## src/rtl/i2c_pkg.sv

```systemverilog
// Shared definitions for the I2C bit sequencer: FSM states, byte framing
// constants and default conditioning depths.
package i2c_pkg;

  typedef enum logic [1:0] {
    IDLE = 2'd0,
    DATA = 2'd1,
    ACK  = 2'd2
  } state_t;

  localparam int BITS_PER_BYTE       = 8;
  localparam int BIT_CNT_W           = $clog2(BITS_PER_BYTE + 1);
  localparam int DEFAULT_SYNC_STAGES = 2;
  localparam int DEFAULT_FILTER_LEN  = 3;

endpackage

```

## src/rtl/i2c_line_filter.sv

```systemverilog
// Synchroniser plus glitch filter for one raw I2C line; the filtered level
// only follows the input after FILTER_LEN consecutive differing samples.
module i2c_line_filter
  import i2c_pkg::*;
#(
  parameter int SYNC_STAGES = DEFAULT_SYNC_STAGES,
  parameter int FILTER_LEN  = DEFAULT_FILTER_LEN
) (
  input  logic clk,
  input  logic rst_n,
  input  logic line_in,
  output logic line_f
);

  localparam int CNT_W = (FILTER_LEN > 1) ? $clog2(FILTER_LEN) : 1;
  localparam logic [CNT_W-1:0] CNT_LAST = CNT_W'(FILTER_LEN - 1);

  logic [SYNC_STAGES-1:0] sync_q;
  logic [CNT_W-1:0]       cnt_q;
  logic                   sample;

  // Idle I2C lines are high, so the chain resets to 1 to avoid a false edge.
  always_ff @(posedge clk or negedge rst_n) begin
    if (!rst_n) begin
      sync_q <= '1;
    end else begin
      sync_q <= {sync_q[SYNC_STAGES-2:0], line_in};
    end
  end

  assign sample = sync_q[SYNC_STAGES-1];

  always_ff @(posedge clk or negedge rst_n) begin
    if (!rst_n) begin
      line_f <= 1'b1;
      cnt_q  <= '0;
    end else if (sample == line_f) begin
      cnt_q <= '0;
    end else if (cnt_q == CNT_LAST) begin
      line_f <= sample;
      cnt_q  <= '0;
    end else begin
      cnt_q <= cnt_q + CNT_W'(1);
    end
  end

endmodule

```

## src/rtl/i2c_bit_sequencer.sv

```systemverilog
// Bus-facing front end: conditions SCL/SDA, detects START/STOP and frames
// each byte plus its ACK slot into strobes for the shift register and FSM.
module i2c_bit_sequencer
  import i2c_pkg::*;
#(
  parameter int SYNC_STAGES = DEFAULT_SYNC_STAGES,
  parameter int FILTER_LEN  = DEFAULT_FILTER_LEN
) (
  input  logic clk,
  input  logic rst_n,
  input  logic scl_in,
  input  logic sda_in,
  output logic sda_sample,
  output logic shift_en,
  output logic load,
  output logic byte_done,
  output logic first_byte,
  output logic ack_phase,
  output logic ack_valid,
  output logic ack_bit,
  output logic start_det,
  output logic stop_det,
  output logic busy
);

  localparam logic [BIT_CNT_W-1:0] BYTE_END = BIT_CNT_W'(BITS_PER_BYTE);

  logic scl_f, sda_f;
  logic scl_p, sda_p;
  logic scl_rise, scl_fall, start_cond, stop_cond;

  state_t               state_q, state_d;
  logic [BIT_CNT_W-1:0] bit_cnt_q, bit_cnt_d;

  logic shift_en_d, load_d, byte_done_d, first_byte_d, ack_phase_d;
  logic ack_valid_d, ack_bit_d, start_det_d, stop_det_d, busy_d;

  i2c_line_filter #(
    .SYNC_STAGES(SYNC_STAGES),
    .FILTER_LEN (FILTER_LEN)
  ) u_scl_filter (
    .clk    (clk),
    .rst_n  (rst_n),
    .line_in(scl_in),
    .line_f (scl_f)
  );

  i2c_line_filter #(
    .SYNC_STAGES(SYNC_STAGES),
    .FILTER_LEN (FILTER_LEN)
  ) u_sda_filter (
    .clk    (clk),
    .rst_n  (rst_n),
    .line_in(sda_in),
    .line_f (sda_f)
  );

  assign sda_sample = sda_f;

  always_ff @(posedge clk or negedge rst_n) begin
    if (!rst_n) begin
      scl_p <= 1'b1;
      sda_p <= 1'b1;
    end else begin
      scl_p <= scl_f;
      sda_p <= sda_f;
    end
  end

  // Requiring SCL high on both samples makes an SDA change coincident with
  // an SCL edge count as data, never as START/STOP.
  assign scl_rise   = scl_f & ~scl_p;
  assign scl_fall   = ~scl_f & scl_p;
  assign start_cond = sda_p & ~sda_f & scl_f & scl_p;
  assign stop_cond  = ~sda_p & sda_f & scl_f & scl_p;

  always_ff @(posedge clk or negedge rst_n) begin
    if (!rst_n) begin
      state_q    <= IDLE;
      bit_cnt_q  <= '0;
      shift_en   <= 1'b0;
      load       <= 1'b0;
      byte_done  <= 1'b0;
      first_byte <= 1'b0;
      ack_phase  <= 1'b0;
      ack_valid  <= 1'b0;
      ack_bit    <= 1'b1;
      start_det  <= 1'b0;
      stop_det   <= 1'b0;
      busy       <= 1'b0;
    end else begin
      state_q    <= state_d;
      bit_cnt_q  <= bit_cnt_d;
      shift_en   <= shift_en_d;
      load       <= load_d;
      byte_done  <= byte_done_d;
      first_byte <= first_byte_d;
      ack_phase  <= ack_phase_d;
      ack_valid  <= ack_valid_d;
      ack_bit    <= ack_bit_d;
      start_det  <= start_det_d;
      stop_det   <= stop_det_d;
      busy       <= busy_d;
    end
  end

  always_comb begin
    state_d      = state_q;
    bit_cnt_d    = bit_cnt_q;
    shift_en_d   = 1'b0;
    load_d       = 1'b0;
    byte_done_d  = 1'b0;
    ack_valid_d  = 1'b0;
    start_det_d  = 1'b0;
    stop_det_d   = 1'b0;
    first_byte_d = first_byte;
    ack_phase_d  = ack_phase;
    ack_bit_d    = ack_bit;
    busy_d       = busy;

    if (start_cond) begin
      start_det_d  = 1'b1;
      busy_d       = 1'b1;
      first_byte_d = 1'b1;
      ack_phase_d  = 1'b0;
      bit_cnt_d    = '0;
      state_d      = DATA;
    end else if (stop_cond) begin
      stop_det_d   = 1'b1;
      busy_d       = 1'b0;
      first_byte_d = 1'b0;
      ack_phase_d  = 1'b0;
      bit_cnt_d    = '0;
      state_d      = IDLE;
    end else begin
      unique case (state_q)
        IDLE: begin
        end
        DATA: begin
          // Delayed one clk behind the last shift so data_out has settled.
          byte_done_d = shift_en && (bit_cnt_q == BYTE_END);
          if (scl_rise && (bit_cnt_q < BYTE_END)) begin
            shift_en_d = 1'b1;
            bit_cnt_d  = bit_cnt_q + BIT_CNT_W'(1);
          end else if (scl_fall && (bit_cnt_q == BYTE_END)) begin
            ack_phase_d = 1'b1;
            state_d     = ACK;
          end
        end
        ACK: begin
          if (scl_rise) begin
            ack_bit_d   = sda_f;
            ack_valid_d = 1'b1;
          end else if (scl_fall) begin
            load_d       = 1'b1;
            ack_phase_d  = 1'b0;
            first_byte_d = 1'b0;
            bit_cnt_d    = '0;
            state_d      = DATA;
          end
        end
        default: begin
          state_d = IDLE;
        end
      endcase
    end
  end

endmodule

```

## config.mk

```make
export PLATFORM = sky130hd
export DESIGN_NAME = i2c_bit_sequencer
export DESIGN_NICKNAME = d
export VERILOG_FILES = /design/src/rtl/i2c_pkg.sv /design/src/rtl/i2c_line_filter.sv /design/src/rtl/i2c_bit_sequencer.sv
export SDC_FILE = /design/constraint.sdc
export NUM_CORES = 1
export LEC_CHECK = 0
export ABC_AREA = 1
export CELL_PAD_IN_SITES_DETAIL_PLACEMENT = 1
export CELL_PAD_IN_SITES_GLOBAL_PLACEMENT = 2
export CORE_MARGIN = 2
export CORE_UTILIZATION = 40
export DETAILED_ROUTE_END_ITERATION = 10
export DONT_BUFFER_PORTS = 1
export GPL_TIMING_DRIVEN = 0
export PLACE_DENSITY = 0.82
export SETUP_SLACK_MARGIN = 0.5
export SLEW_MARGIN = 40
export SYNTH_ARGS = -nofsm -noshare
export SYNTH_HDL_FRONTEND = slang
export SYNTH_SLANG_ARGS = --single-unit
```

## constraint.sdc

```tcl
create_clock -name clk -period 2.2 [get_ports clk]
set_input_delay 0.44 -clock clk [delete_from_list [all_inputs] [get_ports clk]]
set_output_delay 0.44 -clock clk [all_outputs]
set_load 0.02 [all_outputs]
```

==> results of run 1 <==
[kinds of logic (layout without fill, tap and decap cells)]
group | Yosys count | in the layout | share of synthesized area
simple gates | 78 | 78 | 0.286
flops | 28 | 28 | 0.551
buf+inv | 21 | 29 | 0.0668
fa+ha+maj | 5 | 5 | 0.0484
compound gates | 5 | 5 | 0.0213
xor+xnor | 4 | 4 | 0.0271
[worst register-to-register path, cell delays in order (launching register included)]
cell and delay (ns):
dfstp_2 0.67, inv_1 0.12, nand4_1 0.17, buf_4 0.15, nand3_1 0.14, nand3_4 0.15, nand2_1 0.06, nand2_1 0.06
[power groups by stage]
stage,Sequential [uW],Combinational [uW],Clock [uW]
finish,889,800,343
global route,916,922,379
CTS,891,799,353
detailed placement,902,777,0
global placement,890,737,0
floorplan,866,623,0
[synthesized netlist by cell type (all sizes together)]
| cell | count |
|---|---|
| nor3 | 5 |
| xor2 | 1 |
| buf | 1 |
| nor2 | 19 |
| a21oi | 1 |
| nand3 | 11 |
| dfrtp | 19 |
| o21ai | 3 |
| dfstp | 9 |
| ha | 5 |
| o21a | 1 |
| nand2 | 38 |
| inv | 20 |
| nand3b | 1 |
| xnor2 | 3 |
| nand4 | 4 |
[layout by cell type (no fill, tap or decap), drive strengths merged]
cell         count
nand2           38
inv             20
dfrtp           19
nor2            19
nand3           11
dfstp            9
nor3             5
ha               5
nand4            4
buf              4
xnor2            3
clkbuf           3
o21ai            3
nand3b           1
a21oi            1
xor2             1
o21a             1
bufinv           1
dlygate4sd3      1
[metrics by stage]
stage | instance area [um^2] | power [uW]
6_report | 1450 | 2030
5_1_grt | 1450 | 2220
4_1_cts | 1430 | 2040
3_5_place_dp | 1350 | 1680
3_3_place_gp | 1350 | 1630
2_1_floorplan | 1290 | 1490
[path summary, 6_finish.rpt]
kind	cells past startpoint	from	endpoint
max	7	u_sda_filter.line_f$_DFFE_PN1P_	bit_cnt_q[1]$_DFFE_PN0P_
min	0	scl_in	u_scl_filter.sync_q[0]$_DFF_PN1_
max reg2reg	7	u_sda_filter.line_f$_DFFE_PN1P_	bit_cnt_q[1]$_DFFE_PN0P_
min reg2reg	0	u_scl_filter.sync_q[0]$_DFF_PN1_	u_scl_filter.sync_q[1]$_DFF_PN1_
max in group asynchronous	2	rst_n	u_scl_filter.sync_q[0]$_DFF_PN1_
min in group asynchronous	2	rst_n	start_det$_DFF_PN0_
[area by class of cell]
class	instances	area (um^2)
fillers	366	1610
flip-flops and latches	28	712
multi-input cells	92	494
inverters	20	75.1
well taps	44	55.1
repair buffers	4	45.0
clock inverters	1	30.0
clock buffers	3	22.5
plain buffers	1	11.3
[sequential cells by signal, indices dropped and copies added (netlist names), 2 cells and up]
| name | flops |
|---|---|
| u_sda_filter.sync_q | 2 |
| state_q | 2 |
| u_sda_filter.cnt_q | 2 |
| bit_cnt_q | 4 |
| u_scl_filter.cnt_q | 2 |
| u_scl_filter.sync_q | 2 |
[routing by layer]
| metal | vias to the layer above | share of wire | GRT usage |
|---|---|---|---|
| li1 | 456 | - | - |
| met1 | 455 | 0.46 | 0.209 |
| met2 | 10 | 0.52 | 0.273 |
| met3 | 2 | 0.018 | 0.0256 |
| met4 | 0 | 0.0082 | 0.0466 |
| met5 | - | 0 | 0 |
[timing repair]
| item | CTS | global route |
|---|---|---|
| hold endpoints to repair | 28 | 0 |
| hold buffers | 2 | 0 |
| setup endpoints to repair | 0 | 6 |
| buffers inserted | 0 | 2 |
==> results.sh, run 1 <==
export IMPL_grt_max_degree=29
export IMPL_rsz0062_at_grt="false"
export IMPL_slowest_delay_ns=0.67
export IMPL_crit_required_ns=2.49
export IMPL_syn_nets=150
export IMPL_slew_viol_final=0
export IMPL_setup_tns_ns=0
export IMPL_gp_congestion=0.764
export IMPL_clock_latency_ns=0.33
export IMPL_firstDrtPassIters=3
export IMPL_status="complete, no violations"
export IMPL_ys_ff_latch=28
export IMPL_yosys_area_top_type="dfrtp_1"
export IMPL_fmax_ghz=0.644
export IMPL_switching_power_uw=851
export IMPL_ys_seq_area_frac=0.551
export IMPL_crit_top_cell="nand2_1"
export IMPL_path_buf_inv=2
export IMPL_synth_cell_types=24
export IMPL_setup_worst_path_start_class="flip-flop"
export IMPL_dp_hpwl_um=1900
export IMPL_path_clk_slew_ns=0.16
export IMPL_num_antenna_cells=0
export IMPL_cts_sinks=28
export IMPL_h_tree_depth=1
export IMPL_fin_cells=193
export IMPL_hold_ws_ns=0.0895
export IMPL_cts_resized=0
export IMPL_internal_power_uw=1180
export IMPL_worstPathArrival_ns=1.84
export IMPL_drtAntennaViolNets=0
export IMPL_grt_first_pass_wirelength_um=4340
export IMPL_setup_slack_ns=0.647
export IMPL_cp_max_fo=5
export IMPL_end_kind="flip-flop"
export IMPL_antenna_found_initial=0
export IMPL_critPathSlowestCell="dfstp_2"
export IMPL_rrSetupSlack_ns=0.65
export IMPL_clockBufferDepth=2
export IMPL_timing_critical_path_cells="inv_1 -> nand4_1 -> buf_4 -> nand3_1 -> nand3_4 -> nand2_1 -> nand2_1"
export IMPL_drc=0
export IMPL_finalHoldViolCount=0
export IMPL_ios=15
export IMPL_syn_inst=141
export IMPL_num_rows=20
export IMPL_syn2layout_area_growth_pct=11.8
export IMPL_syn_area_um2=1290
export IMPL_clockPowerShare=0.169
export IMPL_dpl_worst_slack_ns=0.582
export IMPL_core_area_um2=3050
export IMPL_die_x_um=60.8
export IMPL_drive_gt1_frac=0.174
export IMPL_post_drt_wl_per_cell_um=13.3
export IMPL_via_per_inst=4.78
export IMPL_cts_tree="done"
export IMPL_vdd_ir_drop_max_mv=0.483
export IMPL_numPortBuffers=0
export IMPL_grt_usage=0.160
export IMPL_seqPwrFrac=0.438
export IMPL_power_density_nw_per_um2=1410
export IMPL_max_cap_violations=0
export IMPL_numCtsBuffers=3
export IMPL_swShare=0.419
export IMPL_cp_top_family="flip-flops"
export IMPL_clockRootBuffer="clkbuf_4"
export IMPL_dieArea_um2=3700
export IMPL_period_share=0.706
export IMPL_critical_path_class="reg -> reg"
export IMPL_placed_cells=185
export IMPL_finClkSkew_ns=0.0101
export IMPL_layout_nets=159
export IMPL_drt_total_wl_um=2570
export IMPL_finalCriticalPeriod_ns=1.55
export IMPL_combPwrFrac=0.394
export IMPL_hold_class="in -> reg"
export IMPL_first_global_vias=966
export IMPL_yosys_warnings=0
export IMPL_syn_area_per_cell_um2=9.17
export IMPL_dr_first_iter_drc_count=29
export IMPL_grt_remaining_overflow=0
export IMPL_start_util=0.423
export IMPL_vias=923
export IMPL_relSlewSlack=0.763
export IMPL_tightest_slew_ns=0.353
export IMPL_synth_area_leaders="dfrtp_1 (37%), dfstp_2 (18%), nand2_1 (10%), inv_1 (5.5%), ha_1 (4.8%)"
export IMPL_leakage_uw=0.000724
export IMPL_die_y_um=60.8
export IMPL_utilization=0.473
export IMPL_yosysTopAreaCellShare=0.368
export IMPL_setup_violations=0
Note: power is estimated with default switching activity, not from simulation.
==> run 2: changes to the inputs <==
CORE_UTILIZATION = 37   (was 40)
PLACE_DENSITY = 0.77   (was 0.82)
clock period = 1.5 ns   (was 2.2 ns; I/O delays follow)
==> results.sh, run 2 (same netlist as run 1, synthesis figures left out) <==
export IMPL_post_drt_wl_per_cell_um=15.0
export IMPL_die_y_um=63.1
export IMPL_largest_reg_flops=4
export IMPL_vias=1021
export IMPL_hold_class="reg -> reg"
export IMPL_r2r_start="u_scl_filter.line_f$_DFFE_PN1P_"
export IMPL_grt_usage=0.172
export IMPL_grt_max_degree=29
export IMPL_drc=0
export IMPL_setup_slack_ns=-0.0240
export IMPL_tightest_slew_ns=0.245
export IMPL_first_global_vias=1106
export IMPL_drive_gt1_frac=0.509
export IMPL_rrSetupSlack_ns=-0.02
export IMPL_placed_cells=187
export IMPL_gp_congestion=0.754
export IMPL_path_clk_slew_ns=0.17
export IMPL_die_x_um=63.1
export IMPL_clock_latency_ns=0.35
export IMPL_top_register="bit_cnt_q"
export IMPL_crit_required_ns=1.77
export IMPL_worstPathArrival_ns=1.79
export IMPL_power_density_nw_per_um2=2060
export IMPL_start_util=0.387
export IMPL_clockRootBuffer="clkbuf_4"
export IMPL_via_per_inst=4.79
export IMPL_grt_remaining_overflow=0
export IMPL_min_to="u_scl_filter.sync_q[1]$_DFF_PN1_"
export IMPL_fmax_ghz=0.656
export IMPL_drt_total_wl_um=3200
export IMPL_syn2layout_area_growth_pct=41.2
export IMPL_period_share=1.02
export IMPL_drtAntennaViolNets=0
export IMPL_setup_worst_path_start_class="flip-flop"
export IMPL_setup_tns_ns=-0.0995
export IMPL_totalPowerFinal_uw=3760
export IMPL_num_rows=21
export IMPL_cp_max_fo=6
export IMPL_end_kind="flip-flop"
export IMPL_layout_nets=177
export IMPL_clockBufferDepth=2
export IMPL_finClkSkew_ns=0.00832
export IMPL_dp_hpwl_um=1950
export IMPL_leakage_uw=0.000860
export IMPL_firstDrtPassIters=4
export IMPL_vdd_ir_drop_max_mv=0.783
export IMPL_ios=15
export IMPL_setup_violations=6
export IMPL_max_cap_violations=0
export IMPL_finalHoldViolCount=0
export IMPL_relSlewSlack=0.836
export IMPL_cp_startpoint="u_scl_filter.line_f$_DFFE_PN1P_"
export IMPL_num_antenna_cells=0
export IMPL_ff2ff_path_depth=7
export IMPL_h_tree_depth=1
export IMPL_core_area_um2=3340
export IMPL_numPortBuffers=0
export IMPL_layout_commonest_cell="nand2_1"
export IMPL_slew_viol_final=0
export IMPL_fin_cells=213
export IMPL_min_path_cells=0
export IMPL_numCtsBuffers=3
export IMPL_r2r_end="bit_cnt_q[1]$_DFFE_PN0P_"
export IMPL_antenna_found_initial=0
export IMPL_cts_tree="done"
export IMPL_finalCriticalPeriod_ns=1.52
export IMPL_dieArea_um2=3980
export IMPL_grt_first_pass_wirelength_um=5180
export IMPL_status="finished, violations left"
export IMPL_violations="negative setup slack"
export IMPL_cts_sinks=28
export IMPL_hold_path_startpoint="u_scl_filter.sync_q[0]$_DFF_PN1_"
export IMPL_rsz0062_at_grt="true"
export IMPL_layout_common_cells="nand2_1 (23), nand2_2 (13), inv_1 (13)"
export IMPL_dr_first_iter_drc_count=18
export IMPL_critical_path_class="reg -> reg"
run 2: cell types whose count changed in the layout (fill, tap and decap cells not counted), sizes merged:
cell | before | now
nand2 | 38 | 39
buf | 4 | 19
dlygate4sd3 | 1 | 3
run 2: metal layers:
metal / track usage / part of all wire / vias to the layer above
met2: 0.314 / 0.54 / 16
li1: - / - / 496
met5: 0 / 0 / -
met1: 0.198 / 0.41 / 503
met4: 0.0750 / 0.019 / 0
met3: 0.0232 / 0.027 / 6
run 2: layout make-up:
class                   instances  area (um^2)
clock buffers                   3         22.5
inverters                      20         82.6
fillers                       384         1510
plain buffers                   1         11.3
repair buffers                 21          204
multi-input cells              93          697
flip-flops and latches         28          721
well taps                      46         57.6
clock inverters                 1         30.0
run 2: power by group:
group | leakage (uW) | switching, uW | internal, uW
clock network | 0.0000279 | 248 | 271
registers | 0.000335 | 315 | 1040
logic | 0.000497 | 1070 | 821
total | 0.000860 | 1630 | 2130
run 2: worst max path at each step:
stage / endpoint / cells after the start
after floorplan: bit_cnt_q[3]$_DFFE_PN0P_ / 6
after global placement: bit_cnt_q[1]$_DFFE_PN0P_ / 6
after detailed placement: bit_cnt_q[1]$_DFFE_PN0P_ / 6
after CTS: state_q[1]$_DFFE_PN0P_ / 7
after global routing: byte_done$_DFF_PN0_ / 7
final: bit_cnt_q[1]$_DFFE_PN0P_ / 7
run 2: critical path, cell delays in order (launching register included):
cell and delay, ns:
dfstp_2 0.58, buf_6 0.12, nand4_1 0.22, buf_4 0.23
nand3_4 0.07, nand3_4 0.10, nand2_2 0.09, nand2_2 0.04
run 2: per-stage QoR:
stage                     instance area (um^2)  hold slack [ns]   util  setup slack (ns)
after floorplan                           1330          0.00441      -             0.160
after global placement                    1390          0.00500  0.415           -0.0982
after detailed placement                  1390          0.00515  0.415            -0.142
after CTS                                 1700            0.363  0.509            0.0214
after global routing                      1830            0.375  0.547            -0.131
final                                     1830            0.360  0.547           -0.0240
run 2: timing repair:
| action | 4_1_cts | 5_1_grt |
|---|---|---|
| endpoints found under the hold margin | 30 | 0 |
| gates cloned | 1 | 0 |
| endpoints found under the setup margin | 31 | 33 |
| pin swaps | 16 | 17 |
| resized for setup | 33 | 27 |
| hold buffers | 4 | 0 |
| buffers inserted | 12 | 5 |
